`src/rtl/demux8_deser_pkg.sv`:
```
// Shared definitions for the 8:1 bit-select serial link.
// Used by both the demux8_deser receiver and the matching transmitter.
package demux8_deser_pkg;

    typedef enum logic [1:0] {
        IDLE = 2'd0,
        RECV = 2'd1,
        DONE = 2'd2
    } state_e;

    localparam int BITS_PER_WORD = 8;
    localparam int IDX_W = $clog2(BITS_PER_WORD);
    localparam int CNT_W = $clog2(BITS_PER_WORD + 1);

    // First bit position of a frame, per bit order
    function automatic logic [IDX_W-1:0] idx_init(input bit lsb_first);
        return lsb_first ? '0 : IDX_W'(BITS_PER_WORD - 1);
    endfunction

endpackage

```
`src/rtl/demux8_deser_demux1_8.sv`:
```
// 1:8 decoder: one-hot write enable for the selected shadow bit.
// All zeros when no bit is being accepted.
module demux1_8
    import demux8_deser_pkg::*;
(
    input  logic [IDX_W-1:0]         sel_i,
    input  logic                     en_i,
    output logic [BITS_PER_WORD-1:0] we_o
);

    always_comb begin
        we_o = '0;
        if (en_i) begin
            we_o[sel_i] = 1'b1;
        end
    end

endmodule

```
`src/rtl/demux8_deser.sv`:
```
// Serial-to-parallel 1:8 receiver: steers each accepted bit to
// position idx of a shadow byte and presents the byte after 8 bits.
module demux8_deser
    import demux8_deser_pkg::*;
#(
    parameter bit LSB_FIRST = 1'b1
) (
    input  logic                     clk,
    input  logic                     rst_n,
    input  logic                     start,
    input  logic                     din,
    input  logic                     din_valid,
    output logic [BITS_PER_WORD-1:0] dout,
    output logic                     dout_valid,
    output logic [IDX_W-1:0]         idx,
    output logic                     busy,
    output logic                     abort
);

    localparam logic [IDX_W-1:0] IDX_INIT = idx_init(LSB_FIRST);
    localparam logic [CNT_W-1:0] CNT_LAST = CNT_W'(BITS_PER_WORD - 1);

    state_e                   state_q;
    logic [BITS_PER_WORD-1:0] shadow_q;
    logic [BITS_PER_WORD-1:0] shadow_d;
    logic [BITS_PER_WORD-1:0] dout_q;
    logic [IDX_W-1:0]         idx_q;
    logic [IDX_W-1:0]         idx_d;
    logic [CNT_W-1:0]         cnt_q;
    logic                     dout_valid_q;
    logic                     busy_q;
    logic                     abort_q;
    logic [BITS_PER_WORD-1:0] we;
    logic                     accept;

    // start outranks a same-cycle bit
    assign accept = (state_q == RECV) && din_valid && !start;

    demux1_8 u_demux (
        .sel_i (idx_q),
        .en_i  (accept),
        .we_o  (we)
    );

    assign shadow_d = (shadow_q & ~we) | (we & {BITS_PER_WORD{din}});
    assign idx_d    = LSB_FIRST ? idx_q + IDX_W'(1) : idx_q - IDX_W'(1);

    always_ff @(posedge clk or negedge rst_n) begin
        if (!rst_n) begin
            state_q      <= IDLE;
            shadow_q     <= '0;
            dout_q       <= '0;
            idx_q        <= IDX_INIT;
            cnt_q        <= '0;
            dout_valid_q <= 1'b0;
            busy_q       <= 1'b0;
            abort_q      <= 1'b0;
        end else begin
            dout_valid_q <= 1'b0;
            abort_q      <= 1'b0;
            unique case (state_q)
                IDLE: begin
                    if (start) begin
                        state_q <= RECV;
                        busy_q  <= 1'b1;
                    end
                end
                RECV: begin
                    if (start) begin
                        abort_q <= 1'b1;
                    end else if (accept) begin
                        shadow_q <= shadow_d;
                        idx_q    <= idx_d;
                        cnt_q    <= cnt_q + CNT_W'(1);
                        if (cnt_q == CNT_LAST) begin
                            state_q <= DONE;
                        end
                    end
                end
                DONE: begin
                    dout_q       <= shadow_q;
                    dout_valid_q <= 1'b1;
                    state_q      <= start ? RECV : IDLE;
                    busy_q       <= start;
                end
                default: begin
                    state_q <= IDLE;
                    busy_q  <= 1'b0;
                end
            endcase
            // Any start opens a fresh frame; DONE above still reads the old shadow
            if (start) begin
                shadow_q <= '0;
                idx_q    <= IDX_INIT;
                cnt_q    <= '0;
            end
        end
    end

    assign dout       = dout_q;
    assign dout_valid = dout_valid_q;
    assign idx        = idx_q;
    assign busy       = busy_q;
    assign abort      = abort_q;

endmodule

```
`config.mk`:
```
export PLATFORM = sky130hd
export DESIGN_NAME = demux8_deser
export DESIGN_NICKNAME = d
export VERILOG_FILES = /design/src/rtl/demux8_deser_pkg.sv /design/src/rtl/demux8_deser_demux1_8.sv /design/src/rtl/demux8_deser.sv
export SDC_FILE = /design/constraint.sdc
export NUM_CORES = 1
export LEC_CHECK = 0
export ABC_AREA = 1
export CELL_PAD_IN_SITES_DETAIL_PLACEMENT = 1
export CELL_PAD_IN_SITES_GLOBAL_PLACEMENT = 1
export CORE_UTILIZATION = 30
export DETAILED_ROUTE_END_ITERATION = 7
export PLACE_DENSITY_LB_ADDON = 0.1
export RECOVER_POWER = 50
export REMOVE_ABC_BUFFERS = 1
export SETUP_SLACK_MARGIN = 0.15
export SYNTH_ARGS = -nofsm -noshare
export SYNTH_HDL_FRONTEND = slang
export SYNTH_SLANG_ARGS = --single-unit
```
`constraint.sdc`:
```
create_clock -name clk -period 1.49 [get_ports clk]
set_input_delay 0.298 -clock clk [delete_from_list [all_inputs] [get_ports clk]]
set_output_delay 0.298 -clock clk [all_outputs]
set_load 0.02 [all_outputs]
```
==> results of run 1 <==
==> metal layers <==
| layer | vias up | wire [um] |
|---|---|---|
| met2 | 16 | 1270 |
| met3 | 4 | 61 |
| met1 | 520 | 1470 |
| li1 | 532 | - |
| met5 | - | 0 |
| met4 | 0 | 24 |
==> sequential cells by signal, summed over array words and instances (netlist names) <==
name,count
dout,8
shadow_q,8
cnt_q,4
idx,3
state_q,2
abort,1
busy,1
dout_valid,1
==> power breakdown <==
part | total, mW | switching, mW | internal (mW)
combinational | 0.140 | 0.0903 | 0.0495
sequential | 0.785 | 0.00989 | 0.775
clock | 0.470 | 0.234 | 0.236
total | 1.39 | 0.334 | 1.06
==> layout make-up <==
cell class              count  area [um^2]  share of cell area (%)
well taps                  50         62.6                    3.92
flip-flops and latches     28          701                    43.9
clock buffers               4         55.1                    3.45
multi-input cells         104          498                    31.2
repair buffers             27          224                    14.0
inverters                  15         56.3                    3.53
==> synth_stat cells, types with 2 or more instances <==
library cell   n
nor3_2         2
nand3_1       15
nor2_1         3
o21ai_0       11
nand2_1       60
inv_2          4
inv_1         11
dfrtp_1       28
ha_1           2
nor3_1         3
==> placed cells by master, fill, tap and decap left out, drive strengths merged <==
| cell type | netlist | routed |
|---|---|---|
| nor2 | 4 | 4 |
| nand4 | 1 | 1 |
| inv | 15 | 15 |
| clkdlybuf4s50 | 0 | 2 |
| nor3 | 5 | 5 |
| ha | 2 | 2 |
| xor2 | 1 | 1 |
| a21oi | 1 | 1 |
| nand2 | 61 | 61 |
| buf | 3 | 7 |
| clkbuf | 0 | 6 |
| dlygate4sd3 | 0 | 2 |
| dfrtp | 28 | 28 |
| dlygate4sd2 | 0 | 14 |
| nand3 | 17 | 17 |
| nor4 | 1 | 1 |
| o21ai | 11 | 11 |
==> path summary, 6_finish.rpt <==
path	from	to	slack (ps)	cells past startpoint
worst min-delay path	cnt_q[3]	state_q[1]	450	1
worst max register to register	state_q[0]	dout[0]	240	5
max in group asynchronous	rst_n	shadow_q[6]	460	2
worst max-delay path	idx[2]	idx[2]	200	1
worst min register to register	cnt_q[3]	state_q[1]	450	1
min in group asynchronous	rst_n	dout[4]	590	2
==> cells by family (layout without fill, tap and decap cells) <==
| family | Yosys count | after routing | share of synthesized area [%] |
|---|---|---|---|
| AOI/OAI and AO/OA | 12 | 12 | 4.70 |
| xor gates and xnor gates | 1 | 1 | 0.685 |
| adders and majority gates | 2 | 2 | 1.96 |
| buffers and inverters | 18 | 46 | 6.26 |
| DFF | 28 | 28 | 54.8 |
| and+or+nand+nor | 89 | 89 | 31.6 |
==> stage by stage <==
step / utilization (%) / hold WS [ps] / instances / area, um^2 / worst slack (ps)
4_1_cts: 39.5 / 412 / 228 / 1600 / 179
6_report: 39.3 / 448 / 228 / 1600 / 196
3_5_place_dp: 38.6 / 435 / 224 / 1570 / 14.4
2_1_floorplan: - / 2.41 / 147 / 1250 / 276
3_3_place_gp: 38.6 / 421 / 224 / 1570 / 17.1
5_1_grt: 39.3 / 473 / 228 / 1600 / 88.0
==> repair_timing <==
action / 4_1_cts / 5_1_grt
gates cloned: 0 / 0
endpoints found under the setup margin: 14 / 6
gates resized for setup: 14 / 1
==> impl_metrics.ini, run 1 <==
[run_status]
status = completed

[drt]
routed_wl_um = 2830
avgRoutedWirePerCell_um = 12.4
ant_nets = 0
routed_via_density = 4.70
dr.pass1.iters = 4
drtIter0Drc = 31
remaining_drc_errors = 0
vias = 1072

[cts]
clkLatencyLatePin_ps = 270
h-tree-depth = 1
clockBufferDepth = 2
cts_buffers = 3
clkTransAtPathRegs_ps = 90
post-cts-setup-buffers = 0
cts-root-buf = clkbuf_8
cts_tree = done
clock-sinks = 28
cts_hold_buffers = 0

[power]
report.power.total_mw = 1.39
leakage_nw = 0.869
max-vdd-ir-drop_mv = 0.404
cellPowerDensity_mw_per_mm2 = 874

[floorplanning]
die-height_um = 67.3
coreArea_mm2 = 0.00406
die_x_um = 67.3
dieArea_mm2 = 0.00453
start_util_pct = 31.5
io_pins = 19
core.rowCount = 23

[placed_design]
io_buffers = 18
dp_hpwl_um = 2180
gp_congestion = 0.708

[synth]
ys_top_cells_by_area = dfrtp_1, nand2_1, nand3_1, o21ai_0, inv_1
syn_inst = 150
async_reset_ff_share_pct = 100
syn_area_per_cell_um2 = 8.52
synth_top_area_share_pct = 54.8
ys.flop_type = dfrtp_1
synth-seq-area-share_pct = 54.8
synth_area_mm2 = 0.00128
synth_area_leader_cell = dfrtp_1
synth_cell_types = 21
synth_warnings = 0
synth-edff-count = 0
synth_seq_cells = 28

[timing]
drv_slew = 0
finalSetupViolations = 0
rsz0062_at_grt = no
finalHoldViolCount = 0
tns_ps = 0
worst_slew_pin_slew_ps = 689
fin_crit_ps = 1290
max_freq_mhz = 773
max_slew_margin_pct = 54.1
finClkSkew_ps = 3.60
period_share_pct = 86.8

[hold_path]
worstHoldPathType = flip-flop to flip-flop

[critical_path]
crit_type = flip-flop to output pin
slowest_delay_ps = 400
worstPathArrival_ps = 1000
crit_family = flip-flops
cpMaxStageDelayCell = dfrtp_1
path_max_fanout = 2
cp.required_ps = 1190
cp-start-kind = flip-flop
cp-end-kind = output pin
critPathBufInv = 1
cp_cell_sequence = dlygate4sd2_1

[cells_and_area]
area_delta_synth_final_pct = 24.9
nets = 186
diodes = 0
drive_above_1_share_pct = 11.8
nFillCells = 507

[global_route]
grt_overflow = 0
grt_max_degree = 29
grt_antenna_before_repair = 0
grtUsageMet1_pct = 21.4
grt_pass1_wl_um = 4970
grt_pass1_vias = 1050
globalRouteMet2Util_pct = 22.5
grt_use_met3_pct = 2.03
top_usage_layer = met2
grt_use_total_pct = 14.7

[job]
cap_violations = 0
No activity file was read; power rests on OpenSTA's default activity.
==> run 2: changes to the inputs <==
--- a/config.mk
+++ b/config.mk
@@ -12,2 +12,3 @@
 export DETAILED_ROUTE_END_ITERATION = 7
+export MAX_ROUTING_LAYER = met4
 export PLACE_DENSITY_LB_ADDON = 0.1
==> constraint.sdc (replaced) <==
create_clock -name clk -period 1.49 [get_ports clk]
set_input_delay 0.2235 -clock clk [delete_from_list [all_inputs] [get_ports clk]]
set_output_delay 0.2235 -clock clk [all_outputs]
set_load 0.02 [all_outputs]
==> impl_metrics.ini, run 2 (same netlist as run 1, synthesis figures left out) <==
[run_status]
status = completed

[cells_and_area]
final_cell_mix = nand2_1, dfrtp_1, nand3_1, dlygate4sd2_1
stdcell_count = 227
nFillCells = 500
diodes = 0
drive_above_1_share_pct = 13.0
area_delta_synth_final_pct = 25.7
final_common_cell = nand2_1
nets = 185

[timing]
max_freq_mhz = 807
finClkSkew_ps = 4.35
drv_slew = 0
max_slew_margin_pct = 54.0
worst_slew_pin_slew_ps = 690
tns_ps = 0
holdWs_ps = 440
finalHoldViolCount = 0
finalSetupViolations = 0
rsz0062_at_grt = no
period_share_pct = 83.2
fin_crit_ps = 1240
fin_ws_ps = 251

[placed_design]
dp_hpwl_um = 2170
io_buffers = 18
preCtsSetupSlack_ps = 20.9
placed_cells = 223
gp_congestion = 0.745

[drt]
routed_wl_um = 2870
routed_via_density = 4.61
vias = 1047
ant_nets = 0
drtIter0Drc = 19
dr.pass1.iters = 4
remaining_drc_errors = 0
avgRoutedWirePerCell_um = 12.7

[power]
cellPowerDensity_mw_per_mm2 = 871
max-vdd-ir-drop_mv = 0.307
leakage_nw = 0.871
report.power.total_mw = 1.40

[global_route]
grt_antenna_before_repair = 0
grt_max_degree = 29
grt_pass1_vias = 1066
grt_overflow = 0
grt_use_total_pct = 15.6
grt_pass1_wl_um = 5050

[critical_path]
cp-end-kind = flip-flop
cp.required_ps = 1650
path_max_fanout = 7
crit_type = primary input to flip-flop
worst-r2r-cell-count = 5
crit_start = start
worstPathArrival_ps = 1390
cp-start-kind = primary input
rr_startpoint = idx[0]

[cts]
cts_buffers = 3
cts-root-buf = clkbuf_8
clock-sinks = 28
cts_hold_buffers = 0
h-tree-depth = 1
clkLatencyLatePin_ps = 270
clockBufferDepth = 2
cts_tree = done
clkTransAtPathRegs_ps = 90
post-cts-setup-buffers = 0

[floorplanning]
core.rowCount = 23
coreArea_mm2 = 0.00406
die_x_um = 67.3
start_util_pct = 31.5
io_pins = 19
die-height_um = 67.3
dieArea_mm2 = 0.00453

[hold_path]
worstHoldPathType = flip-flop to flip-flop
holdCritStartpoint = cnt_q[3]
hold_path_depth = 1

[job]
cap_violations = 0
-- run 2: changes by cell type in the layout (fill, tap and decap cells not counted), sizes merged --
cell | previous run | this run
clkbuf | 6 | 5
-- run 2: worst paths after layout --
| path | endpoint | slack, ps |
|---|---|---|
| max | cnt_q[0] | 250 |
| min | state_q[1] | 440 |
| max reg2reg | idx[2] | 310 |
| min reg2reg | state_q[1] | 440 |
| max in group asynchronous | shadow_q[6] | 530 |
| min in group asynchronous | dout[2] | 510 |
-- run 2: critical path, stage by stage --
cell           delay (ps)
dlygate4sd3_1         690
inv_2                  80
nand2_2               110
inv_1                 130
nand2_1                80
o21ai_0                80
-- run 2: layout make-up --
| type | count | area, um^2 | area share (%) |
|---|---|---|---|
| Tap cell | 50 | 62.6 | 3.89 |
| Multi-Input combinational cell | 104 | 500 | 31.1 |
| Clock buffer | 4 | 55.1 | 3.42 |
| Sequential cell | 28 | 701 | 43.6 |
| Inverter | 15 | 56.3 | 3.50 |
| Timing Repair Buffer | 26 | 233 | 14.5 |
-- run 2: repair_timing --
item | CTS | global route
resized for setup | 14 | 1
endpoints found under the hold margin | 0 | 0
setup endpoints to repair | 14 | 6
-- run 2: report_power, final --
part	switching (mW)	leakage, nW	internal [mW]
Clock	0.237	0.0288	0.236
Combinational	0.0903	0.468	0.0521
Sequential	0.00984	0.375	0.775
-- run 2: routing by layer --
metal / track usage, % / routed length (um) / up-vias / part of all wire [%]
met5: - / 0 / - / 0
met4: 4.52 / 19 / 0 / 0.66
met3: 2.36 / 65 / 2 / 2.3
met2: 24.4 / 1320 / 12 / 46
met1: 20.9 / 1470 / 501 / 51
li1: - / - / 532 / -
-- run 2: through the flow --
step / instance area [um^2] / util [%]
final: 1610 / 39.6
after global routing: 1610 / 39.6
after CTS: 1610 / 39.6
after detailed placement: 1570 / 38.7
after global placement: 1570 / 38.7
after floorplan: 1250 / -
